`config.mk`:
```
export PLATFORM = sky130hd
export DESIGN_NAME = i2c_cmd_sequencer
export DESIGN_NICKNAME = d
export VERILOG_FILES = /design/src/rtl/i2c_pkg.sv /design/src/rtl/i2c_cmd_fifo.sv /design/src/rtl/i2c_cmd_sequencer.sv
export SDC_FILE = /design/constraint.sdc
export NUM_CORES = 1
export LEC_CHECK = 0
export ABC_AREA = 0
export CORE_UTILIZATION = 50
export CTS_CLUSTER_SIZE = 20
export DETAILED_ROUTE_END_ITERATION = 7
export PLACE_DENSITY = 0.83
export SLEW_MARGIN = 10
export SYNTH_ARGS = -nofsm -noshare
export SYNTH_HDL_FRONTEND = slang
export SYNTH_SLANG_ARGS = --single-unit
```
`constraint.sdc`:
```
create_clock -name clk_12m -period 4 [get_ports clk_12m]
set_input_delay 0.8 -clock clk_12m [delete_from_list [all_inputs] [get_ports clk_12m]]
set_output_delay 0.8 -clock clk_12m [all_outputs]
set_load 0.05 [all_outputs]
```
`src/rtl/i2c_pkg.sv`:
```
// Shared I2C mode codes, sequencer state encoding and command-word layout
// used by the command sequencer and its FIFO.
package i2c_pkg;

  localparam logic [7:0] I2C_WAIT         = 8'h00;
  localparam logic [7:0] I2C_SINGLE_WRITE = 8'h01;
  localparam logic [7:0] I2C_CONT_WRITE   = 8'h02;
  localparam logic [7:0] I2C_WRITE_DIRECT = 8'h03;
  localparam logic [7:0] I2C_SINGLE_READ  = 8'h04;
  localparam logic [7:0] I2C_CONT_READ    = 8'h05;
  localparam logic [7:0] I2C_READ_DIRECT  = 8'h06;

  typedef enum logic [1:0] {
    IDLE = 2'd0,
    BUSY = 2'd1,
    GAP  = 2'd2
  } seq_state_e;

  // Command word is {op[7:0], dev[6:0], reg[7:0], data[7:0]}.
  localparam int unsigned CMD_W    = 31;
  localparam int unsigned DATA_LSB = 0;
  localparam int unsigned REG_LSB  = 8;
  localparam int unsigned DEV_LSB  = 16;
  localparam int unsigned OP_LSB   = 23;

  function automatic logic op_is_read(input logic [7:0] op);
    return (op == I2C_SINGLE_READ) || (op == I2C_READ_DIRECT);
  endfunction

  function automatic logic op_is_legal(input logic [7:0] op);
    return (op == I2C_SINGLE_WRITE) || (op == I2C_WRITE_DIRECT) || op_is_read(op);
  endfunction

endpackage

```
`src/rtl/i2c_cmd_fifo.sv`:
```
// Synchronous command FIFO with binary pointers wrapping modulo DEPTH.
// A push while full is accepted only when a pop frees a slot in the same cycle.
module i2c_cmd_fifo #(
  parameter int unsigned DEPTH = 8,
  parameter int unsigned WIDTH = 31
) (
  input  logic                   clk,
  input  logic                   rst,
  input  logic                   push,
  input  logic                   pop,
  input  logic [WIDTH-1:0]       wdata,
  output logic [WIDTH-1:0]       rdata,
  output logic                   full,
  output logic                   empty,
  output logic [$clog2(DEPTH):0] count
);

  localparam int unsigned AW = $clog2(DEPTH);

  logic [WIDTH-1:0] mem_q [DEPTH];
  logic [AW-1:0]    wr_ptr_q;
  logic [AW-1:0]    rd_ptr_q;
  logic [AW:0]      count_q;
  logic             do_push;
  logic             do_pop;

  assign empty   = (count_q == '0);
  assign full    = (count_q == (AW + 1)'(DEPTH));
  assign do_pop  = pop & ~empty;
  assign do_push = push & (~full | do_pop);
  assign rdata   = mem_q[rd_ptr_q];
  assign count   = count_q;

  always_ff @(posedge clk or posedge rst) begin
    if (rst) begin
      wr_ptr_q <= '0;
      rd_ptr_q <= '0;
      count_q  <= '0;
    end else begin
      if (do_push) wr_ptr_q <= wr_ptr_q + 1'b1;
      if (do_pop)  rd_ptr_q <= rd_ptr_q + 1'b1;
      case ({do_push, do_pop})
        2'b10:   count_q <= count_q + 1'b1;
        2'b01:   count_q <= count_q - 1'b1;
        default: count_q <= count_q;
      endcase
    end
  end

  always_ff @(posedge clk) begin
    if (do_push) mem_q[wr_ptr_q] <= wdata;
  end

endmodule

```
`src/rtl/i2c_cmd_sequencer.sv`:
```
// Host-driven command sequencer feeding i2c_master_logic: pops queued commands,
// holds them on the master interface until done, returns read bytes, enforces gap/timeout.
module i2c_cmd_sequencer
  import i2c_pkg::*;
#(
  parameter int unsigned DEPTH       = 8,
  parameter int unsigned GAP_CYC     = 1200,
  parameter int unsigned TIMEOUT_CYC = 1200000
) (
  input  logic                   clk_12m,
  input  logic                   rst,
  input  logic                   cmd_valid,
  output logic                   cmd_ready,
  input  logic [7:0]             cmd_op,
  input  logic [6:0]             cmd_dev,
  input  logic [7:0]             cmd_reg,
  input  logic [7:0]             cmd_data,
  input  logic                   enable,
  input  logic                   i2c_done_async,
  input  logic [7:0]             i2c_read_data,
  output logic [7:0]             i2c_config,
  output logic [6:0]             i2c_dev_addr,
  output logic [7:0]             i2c_reg_addr,
  output logic [7:0]             i2c_reg_data,
  output logic                   rd_valid,
  output logic [7:0]             rd_data,
  output logic                   busy,
  output logic [$clog2(DEPTH):0] fifo_count,
  output logic                   err_timeout,
  output logic                   err_illegal,
  input  logic                   err_clr
);

  localparam int unsigned TW = (TIMEOUT_CYC > 1) ? $clog2(TIMEOUT_CYC) : 1;
  localparam int unsigned GW = (GAP_CYC > 1) ? $clog2(GAP_CYC) : 1;

  seq_state_e       state_q;
  logic [TW-1:0]    timer_q;
  logic [GW-1:0]    gap_q;
  logic             is_read_q;
  logic [7:0]       config_q;
  logic [6:0]       dev_q;
  logic [7:0]       reg_q;
  logic [7:0]       data_q;
  logic             rd_valid_q;
  logic [7:0]       rd_data_q;
  logic             err_timeout_q;
  logic             err_illegal_q;
  logic             done_s1_q, done_s2_q, done_s3_q;
  logic             done_rise;
  logic             fifo_full, fifo_empty;
  logic             push, pop;
  logic [CMD_W-1:0] push_word, head;
  logic [7:0]       head_op;

  assign cmd_ready = ~fifo_full;
  assign push      = cmd_valid & cmd_ready;
  assign push_word = {cmd_op, cmd_dev, cmd_reg, cmd_data};
  assign pop       = (state_q == IDLE) & enable & ~fifo_empty;
  assign head_op   = head[OP_LSB +: 8];

  i2c_cmd_fifo #(
    .DEPTH (DEPTH),
    .WIDTH (CMD_W)
  ) u_fifo (
    .clk   (clk_12m),
    .rst   (rst),
    .push  (push),
    .pop   (pop),
    .wdata (push_word),
    .rdata (head),
    .full  (fifo_full),
    .empty (fifo_empty),
    .count (fifo_count)
  );

  // Two flops cross from the i2c clock domain; the third gives rising-edge detection.
  always_ff @(posedge clk_12m or posedge rst) begin
    if (rst) begin
      done_s1_q <= 1'b0;
      done_s2_q <= 1'b0;
      done_s3_q <= 1'b0;
    end else begin
      done_s1_q <= i2c_done_async;
      done_s2_q <= done_s1_q;
      done_s3_q <= done_s2_q;
    end
  end

  assign done_rise = done_s2_q & ~done_s3_q;

  always_ff @(posedge clk_12m or posedge rst) begin
    if (rst) begin
      state_q       <= IDLE;
      timer_q       <= '0;
      gap_q         <= '0;
      is_read_q     <= 1'b0;
      config_q      <= I2C_WAIT;
      dev_q         <= '0;
      reg_q         <= '0;
      data_q        <= '0;
      rd_valid_q    <= 1'b0;
      rd_data_q     <= '0;
      err_timeout_q <= 1'b0;
      err_illegal_q <= 1'b0;
    end else begin
      rd_valid_q <= 1'b0;
      // Clear first so a same-cycle error event below overrides it.
      if (err_clr) begin
        err_timeout_q <= 1'b0;
        err_illegal_q <= 1'b0;
      end
      case (state_q)
        IDLE: begin
          if (pop) begin
            if (op_is_legal(head_op)) begin
              config_q  <= head_op;
              dev_q     <= head[DEV_LSB +: 7];
              reg_q     <= head[REG_LSB +: 8];
              data_q    <= head[DATA_LSB +: 8];
              is_read_q <= op_is_read(head_op);
              timer_q   <= '0;
              state_q   <= BUSY;
            end else begin
              err_illegal_q <= 1'b1;
            end
          end
        end
        BUSY: begin
          if (done_rise) begin
            if (is_read_q) begin
              rd_data_q  <= i2c_read_data;
              rd_valid_q <= 1'b1;
            end
            config_q <= I2C_WAIT;
            gap_q    <= GW'(GAP_CYC - 1);
            state_q  <= GAP;
          end else if (timer_q == TW'(TIMEOUT_CYC - 1)) begin
            err_timeout_q <= 1'b1;
            config_q      <= I2C_WAIT;
            gap_q         <= GW'(GAP_CYC - 1);
            state_q       <= GAP;
          end else begin
            timer_q <= timer_q + 1'b1;
          end
        end
        GAP: begin
          if (gap_q == '0) state_q <= IDLE;
          else             gap_q   <= gap_q - 1'b1;
        end
        default: state_q <= IDLE;
      endcase
    end
  end

  assign i2c_config   = config_q;
  assign i2c_dev_addr = dev_q;
  assign i2c_reg_addr = reg_q;
  assign i2c_reg_data = data_q;
  assign rd_valid     = rd_valid_q;
  assign rd_data      = rd_data_q;
  assign busy         = (state_q != IDLE);
  assign err_timeout  = err_timeout_q;
  assign err_illegal  = err_illegal_q;

endmodule

```
---- Word level (Yosys, flattened, before mapping) ----
Memory sizes are Yosys's and may differ from the RTL's.
Index checks and enable logic that the tools add are counted.
storage, ports and cells
  flip-flop bits (word level) ............. 90
  bits in latches ......................... 0
  bits in writable memories ............... 248
  memory bits (read-only) ................. 0
  input bits .............................. 45
  output and inout port bits .............. 48
  word-level logic and storage cells ...... 102
  memories ................................ 1
memory list
  memory        words  width  read ports  clocked after memory_dff  wr ports  line                RTL
  u_fifo.mem_q  8      31     1           0                         1         i2c_cmd_fifo.sv:20  logic [WIDTH-1:0] mem_q [DEPTH];
operators by class
  $add $sub $neg .......................... 6
  $mul .................................... 0
  divide/modulo/power cells ............... 0
  magnitude comparators ................... 0
  eq/ne operators ......................... 17
  shift-type cells ........................ 0
  mux-type cells .......................... 34
  bitwise gates (word level) .............. 10
  reduce and logical (&&, ||, !) cells .... 16
operator list
  operator               number
  $mux 21                4
  $pmux 21 s2            1
  $mux 11                3
  $mux 8                 4
  $pmux 11 s2            1
  $add 21x1->21 const B  1
  $eq 21x21->1 const B   1
  $eq 8x3->1 const B     2
  $pmux 8 s2             1
  $mux 1                 13
  $logic_not 11->1       1
  $sub 11x1->11 const B  1
  $mux 2                 5
  $reduce_and 3->1       3
  $eq 8x1->1 const B     1
  $eq 8x2->1 const B     1
  $ne 2x2->1 const B     4
  $pmux 4 s2             1
  $reduce_and 4->1       2
  $reduce_bool 2->1      4
  $add 3x1->3 const B    2
  $and 1x1->1            6
  $pmux 2 s3             1
  $reduce_and 5->1       1
  other kinds (12)       19

---- Depth between registers and ports, before layout ----
  depth after elaboration ................. 8
  depth in mapped cells ................... 11
  depth with buffers taken out ............ 11

---- Cells and area by module ----
Synthesis repeated with hierarchy kept, for this count alone.
second synthesis, totals
  cells, all modules ...................... 768
  area total of the unflattened synthesis .. 13,837.0 µm²
by module, submodules not included
  module             times used  cells each  area an instance (µm²)  seq. area each (µm²)
  i2c_cmd_fifo       1           431         10,161.0                7,697.4
  i2c_cmd_sequencer  1           337         3,676.0                 2,001.9

---- Least setup slack after synthesis ----
Ideal clock, no wire load.
  path kind ............................... flip-flop to flip-flop
  start point ............................. reg u_fifo.count_q[1], in the netlist u_fifo.count[1]
  end point ............................... mem u_fifo.mem_q[0][0], enable pin
  library setup time ...................... 0.498 ns
  arrival ................................. 4.596 ns
  required time ........................... 3.502 ns
  slack ................................... -1.093 ns
  stages on the path, launching flop included .. 5
  buffers on the path ..................... 0
  clock period less this slack ............ 5.093 ns
  cells stage by stage .................... dfrtp_1 -> nor3_1 -> nand2_1 -> nand2_1 -> nor4_1
on the way
  elaborated cells between the ends (all ways) .. 11
  classes of those cells .................. eq/ne: 1; mux: 2; bitwise: 7; reduce/logical: 1
RTL lines
  item                                       line                                         RTL
  from (decl)                                i2c_cmd_fifo.sv:23                           logic [AW:0] count_q;
  from (signal assigned)                     i2c_cmd_fifo.sv:43                           2'b10: count_q <= count_q + 1'b1;
  from (signal assigned)                     i2c_cmd_fifo.sv:44                           2'b01: count_q <= count_q - 1'b1;
  from (signal assigned)                     i2c_cmd_fifo.sv:45                           default: count_q <= count_q;
  $eq 4x4->1 (*)                             i2c_cmd_fifo.sv:28                           assign full = (count_q == (AW + 1)'(DEPTH));
  $not 1->1 (*)                              i2c_cmd_sequencer.sv:56                      assign cmd_ready = ~fifo_full;
  via cmd_ready                              i2c_cmd_sequencer.sv:13                      output logic cmd_ready,
  $and 1x1->1 or $or 1x1->1 (tied branches)  i2c_cmd_sequencer.sv:57, i2c_cmd_fifo.sv:30
  $and 1x1->1 (*)                            i2c_cmd_fifo.sv:30                           assign do_push = push & (~full | do_pop);
  $mux 1 (*)                                 i2c_cmd_fifo.sv:51                           if (do_push) mem_q[wr_ptr_q] <= wdata;
  $mux 1 (implied by the code) (*)           i2c_cmd_fifo.sv:51
  to (decl)                                  i2c_cmd_fifo.sv:20
The timed path passes the listed nets; every way through them passes the cells marked *.

---- Worst setup path after layout ----
  start point ............................. reg u_fifo.rd_ptr_q[0]
  end point ............................... reg data_q[0], in the netlist i2c_reg_data[0]
on the way
  cells in the longest elaborated chain, start to end .. 5
  elaborated cells between the ends (all ways) .. 9
  classes of those cells .................. eq/ne: 4; reduce/logical: 4; memory: 1
ends and longest elaborated chain
  item                                        line                          RTL
  from (decl)                                 i2c_cmd_fifo.sv:22            logic [AW-1:0] rd_ptr_q;
  from (signal assigned)                      i2c_cmd_fifo.sv:41            if (do_pop) rd_ptr_q <= rd_ptr_q + 1'b1;
  $mem_v2 8x31 (*)                            n/a
  $eq 8x1->1, or another cell as far along    i2c_pkg.sv:31                 return (op == I2C_SINGLE_WRITE) || (op == I2C_WRITE_DIRECT) || op_is_read(op);
  $logic_or 1x1->1, on equally long branches  i2c_pkg.sv:31, i2c_pkg.sv:27
  $logic_or 1x1->1                            i2c_pkg.sv:31
  $reduce_and 3->1 (no line)                  n/a
  to (signal assigned)                        i2c_cmd_sequencer.sv:120      data_q <= head[DATA_LSB +: 8];
  to (decl)                                   i2c_cmd_sequencer.sv:44       logic [7:0] data_q;
Every way passes the cells marked *; elsewhere a longest branch is shown, timed or not.
A chain may end at the register's enable or synchronous reset.

==> results.tsv <==
stage	metric	value	unit
floorplan	starting_density	51.2	%
cts	post_cts.repair.setup_buffers	0	
cells_and_area	n_antenna_cell	0	
floorplan	die-area	27400	um2
logic_synthesis	ys.flop_type	edfxtp_1	
status	violated_checks	DRC	
critical_path	critPathBufInv	1	
sta	rsz0062_at_grt	no	
place	dpl-instance-area	14800	um2
logic_synthesis	syn_area	13400	um2
logic_synthesis	synth.yosys.warnings	0	
detailed_routing	num_vias	7307	
logic_synthesis	postSynth.asyncResetShare	26.6	%
detailed_routing	dr.first_iter.drc_count	748	
cells_and_area	postLayoutCellArea	16000	um2
grt	grt_util_met2	34.7	%
sta	whs	355	ps
cts	cts_root_buf	clkbuf_16	
flow_run	timing.max_cap.violations	0	
critical_path	worstSetupStartpoint	u_fifo.rd_ptr_q[0]$_DFFE_PP0P_	
cells_and_area	post_route_cells_drive_above_1_share	17.0	%
critical_path	cp-end-kind	register	
grt	grt_first_pass_wirelength	41.1	mm
cts	postcts_resize_cnt	0	
floorplan	core_area	26100	um2
critical_path	critical_path_class	register to register	
sta	clock_skew	22.5	ps
pwr	peakVddDrop	546	uV
logic_synthesis	register_bit_count_reported_by_yosys	338	
detailed_routing	detail_route.wl_per_cell	21.0	um
cts	htreeDepth	2	
min_path	hold_path_startpoint	done_s1_q$_DFF_PP0_	
cts	clock_path_buffers	3	
cts	clock_sink_count	338	
cells_and_area	most_frequent_standard_cell_in_the_layout_excluding_fill_and_tap_cells	edfxtp_1	
place	dp_cells	1202	
detailed_routing	vias_per_cell	5.77	
grt	gr-usage-met3	3.57	%
cts	cts_buffers	35	
grt	grt_use_met1	26.1	%
logic_synthesis	post_synth_num_cell_types	47	
grt	maximum_number_of_pins_on_one_net_before_global_route_repair	57	
cts	cts_tree	built	
floorplan	io_pins	93	
logic_synthesis	synth_cells	785	
critical_path	setup.worst_path.start_class	register	
logic_synthesis	synth_fp_nets	837	
floorplan	fp-row-count	59	
critical_path	critical-path-top-delay-family	simple AND/OR/NAND/NOR gates	
sta	layout_min_cycle_time	3300	ps
sta	tightest_slew	898	ps
grt	globalRoute.busiestLayer	met2	
floorplan	die_h	166	um
critical_path	critPathSlowestCell	dfrtp_4	
logic_synthesis	synth_enable_flop_cells	248	
cts	ctsHoldBuffers	0	
cells_and_area	area_delta_synth_final	19.4	%
grt	antenna_found_initial	1	
grt	gr-total-overflow	0	
sta	totalNegativeSetupSlack	0	ps
cells_and_area	seqCellArea	9710	um2
cts	clk_slew_on_worst_s_h_paths	60	ps
grt	grt_usage	20.2	%
place	place_congestion	0.795	
floorplan	die_width	166	um
critical_path	crit_chain	mux4_2, mux2i_1, nand4_1, nor4_4, buf_4, nor2_1, a21oi_1	
min_path	min-delay-path-class	register to register	
sta	finalCritPeriodShare	82.6	%
cells_and_area	finalCoreUtilization	61.1	%
status	outcome	finished, violations left	
cts	worstSkewPairLatency	540	ps
sta	postLayoutSetupSlackWorst	697	ps
cells_and_area	multi_input_comb_area	3540	um2
pwr	static-leakage-power	5.74	nW
logic_synthesis	synthesis.area_per_instance	17.0	um2
cells_and_area	final-instance-count-excl-fill	1266	
sta	timing_max_transition_violations_final	0	
sta	max_clock_freq	303	MHz
critical_path	arrival	3750	ps
detailed_routing	final_wirelength	26.5	mm
cells_and_area	layout_common_cells	248 x edfxtp_1, 92 x clkdlybuf4s50_1, 87 x dfrtp_1	
critical_path	timing.critical_path.required	4450	ps
detailed_routing	remaining_drc_errors	17	
place	dp_worst_setup_slack	686	ps
critical_path	slowest_delay	780	ps
sta	timing.final.hold_violations	0	
critical_path	crit_path_max_fanout	46	
sta	setup-violations-final	0	
place	dp.final_hpwl	15.3	mm
place	numPortBuffers	92	
cells_and_area	final_nets	956	
pwr	cellPowerDensity	735	nW/um2
detailed_routing	drtAntennaViolNets	0	
cells_and_area	fillcell_total	1858	
pwr	finalPower	11.7	mW
logic_synthesis	synth_seq_area_share	72.5	%
critical_path	timing.rr.start	u_fifo.rd_ptr_q[0]$_DFFE_PP0P_	
detailed_routing	router_iterations_before_antenna_repair	6	
sta	timing.max_slew.rel_slack	40.1	%
grt	grt_pass1_vias	7470	
==> path summary, 6_finish.rpt <==
path,end,slack (ps),depth (start not counted)
max,i2c_reg_data[0]$_DFFE_PP0P_,700,7
min,done_s2_q$_DFF_PP0_,360,0
min in group asynchronous,i2c_dev_addr[0]$_DFFE_PP0P_,780,2
min reg2reg,done_s2_q$_DFF_PP0_,360,0
max reg2reg,i2c_reg_data[0]$_DFFE_PP0P_,700,7
max in group asynchronous,u_fifo.rd_ptr_q[0]$_DFFE_PP0P_,2410,3
==> power breakdown <==
part / total (mW) / switching (mW) / internal, mW / leakage (nW)
Sequential: 5.05 / 0.575 / 4.47 / 3.35
Combinational: 3.43 / 1.94 / 1.49 / 1.81
Clock: 3.28 / 1.34 / 1.93 / 0.584
==> per-layer routing <==
| layer | vias to the layer above | part of all wire [%] |
|---|---|---|
| met5 | - | 0.045 |
| met4 | 2 | 2.1 |
| met3 | 50 | 5.7 |
| met2 | 228 | 51 |
| met1 | 3731 | 41 |
| li1 | 3296 | - |
==> worst reg2reg max path, delay by kind of cell (launching register included) <==
family | cells | cell delay [ps]
AO/OA/AOI/OAI | 1 | 150
flip-flops | 1 | 780
multiplexers | 2 | 850
AND/OR/NAND/NOR | 3 | 930
buffers and inverters | 1 | 540
==> area by class of cell <==
cell class	count	area share [%]
timing repair buffer	113	6.75
multi-input combinational	400	22.1
clock inverter	14	0.963
sequential	338	60.7
inverter	16	0.392
clock buffer	50	6.40
tap	335	2.62
==> registers in the layout, indices dropped and copies added (netlist names), 2 cells and up <==
signal and cells:
u_fifo.mem_q 248, timer_q 21, gap_q 11, i2c_config 8, i2c_reg_addr 8, i2c_reg_data 8
rd_data 8, i2c_dev_addr 7, u_fifo.count 4, u_fifo.rd_ptr_q 3, u_fifo.wr_ptr_q 3, state_q 2
==> Yosys cell counts (3+ instances only) <==
library cell,count,area (um2)
xor2_1,4,35.0
dfrtp_1,90,2250
or3_1,4,25.0
buf_2,4,20.0
nand2b_1,7,43.8
clkbuf_1,15,56.3
buf_1,7,26.3
inv_1,15,56.3
nor2b_1,3,18.8
and2_1,6,37.5
a21oi_1,25,125
nand3_1,13,65.1
o21ai_0,17,85.1
a21o_1,10,75.1
nand4_1,5,31.3
nor2_1,41,154
mux4_2,62,1400
o21ai_1,4,20.0
o22ai_1,8,50.1
nor3_1,25,125
a31oi_1,6,37.5
ha_1,7,87.6
mux2i_1,34,340
nor4_1,12,75.1
mux2_2,5,56.3
xnor2_1,14,123
buf_4,3,22.5
and3_1,6,37.5
edfxtp_1,248,7450
nand2_1,63,236
==> logic make-up (layout without fill, tap and decap cells) <==
| family | count (synthesis) | after routing | synth area share [%] |
|---|---|---|---|
| buffers and inverters | 47 | 193 | 1.55 |
| AOI/OAI and AO/OA | 79 | 79 | 3.50 |
| xor gates and xnor gates | 18 | 18 | 1.18 |
| and+or+nand+nor | 195 | 195 | 7.22 |
| muxes | 101 | 101 | 13.4 |
| adders and majority gates | 7 | 7 | 0.655 |
| DFF | 338 | 338 | 72.5 |
(Power assumes the default switching activity.)
==> patch, RTL diff (config.mk and constraints unchanged) <==
One comparison of `timer_q` changes from == to >=.
--- a/src/rtl/i2c_cmd_sequencer.sv
+++ b/src/rtl/i2c_cmd_sequencer.sv
@@ -137,3 +137,3 @@
             state_q  <= GAP;
-          end else if (timer_q == TW'(TIMEOUT_CYC - 1)) begin
+          end else if (timer_q >= TW'(TIMEOUT_CYC - 1)) begin
             err_timeout_q <= 1'b1;
Check against the original RTL: no difference found for any inputs over 4 cycles, from zero or initial values and one cycle with rst high; that may be too few to reach the edited logic, so the function may still have changed.
==> patch against the original RTL <==
  * Total power is 0.67% lower
  * Final area is 0.63% higher
  * Highest routed layer is now met4
  * Setup slack better by 54 ps
  * Critical endpoint is now timer_q[16]
  * Sequential cell count stayed put
  * Fmax is 1.7% higher
  * Worst hold slack better by 12 ps
  * Utilization is 0.21 points higher
  * Wire length is 9.3% higher
  * Largest cell class unchanged
  * Synthesized area is 0.57% higher
  * The flow still finishes with violations (DRC)
==> patch: results (changes against the original RTL) <==
metric	value	unit	change
leakage	5.814	nW	+1.3%
p_comb_frac	0.283		-0.009
antenna_found_initial	0		-1
layout_min_cycle_time	3249	ps	-53.95 ps
buffers_excl_clock	114		+0.88%
status	complete, but fails checks		
clkbuf_count	45		-10%
crit_slowest_cell	dfrtp_2		
vias	7574		+3.7%
multi_input_gates	401		+0.25%
p_comb	3.30	mW	-4%
instances_no_fill	1264		-0.16%
powerClk	3.35	mW	+2%
ir_drop	0.0005615	V	+2.9%
violations	DRC		
hpwl	15760	um	+2.9%
design.seq.count	338		unchanged
wire_per_inst	22.94	um	+9.5%
drt_drc_violations_left	8		-9
syn_nets	839		+0.24%
avgSynthCellArea	17.10	um^2	+0.31%
final-clk-cell-share	0.07409		+0.0004755
yosysUniqueCellTypes	58		+23%
drive_above_1_share	0.1787		+0.008977
post-place-ws	795.9	ps	+110.1 ps
grtUsageTotal	0.2143		+0.01209
n_fill_cell	1756		-5.5%
inverters	14		-2
synthTopCellsByCount	edfxtp_1, dfrtp_1, mux4_2		
==> patch: cell count changes after synthesis, moves of 5 or more <==
cell,delta
a21oi_2,+7
nor3b_1,+5
a21o_1,+5
buf_2,+5
nor3_1,-5
nor4_1,-8
a31oi_1,-5
==> patch: layer usage <==
| metal | vias up | share of wire | GRT usage |
|---|---|---|---|
| li1 | 3307 | - | - |
| met5 | - | 0 | 0 |
| met3 | 63 | 0.069 | 0.04218 |
| met4 | 0 | 0.028 | 0.07924 |
| met2 | 359 | 0.52 | 0.3788 |
| met1 | 3845 | 0.38 | 0.2615 |
==> patch: cells by family (layout without fill, tap and decap cells) <==
group / Yosys count / in the layout / synth area share
AO/OA/AOI/OAI: 99 / 99 / 0.04947
XOR/XNOR: 14 / 14 / 0.009112
adder cells (fa/ha/maj): 7 / 7 / 0.006509
buffers and inverters: 48 / 190 / 0.01702
flip-flops: 338 / 338 / 0.7208
multiplexers: 97 / 97 / 0.1303
AND/OR/NAND/NOR: 184 / 184 / 0.06677
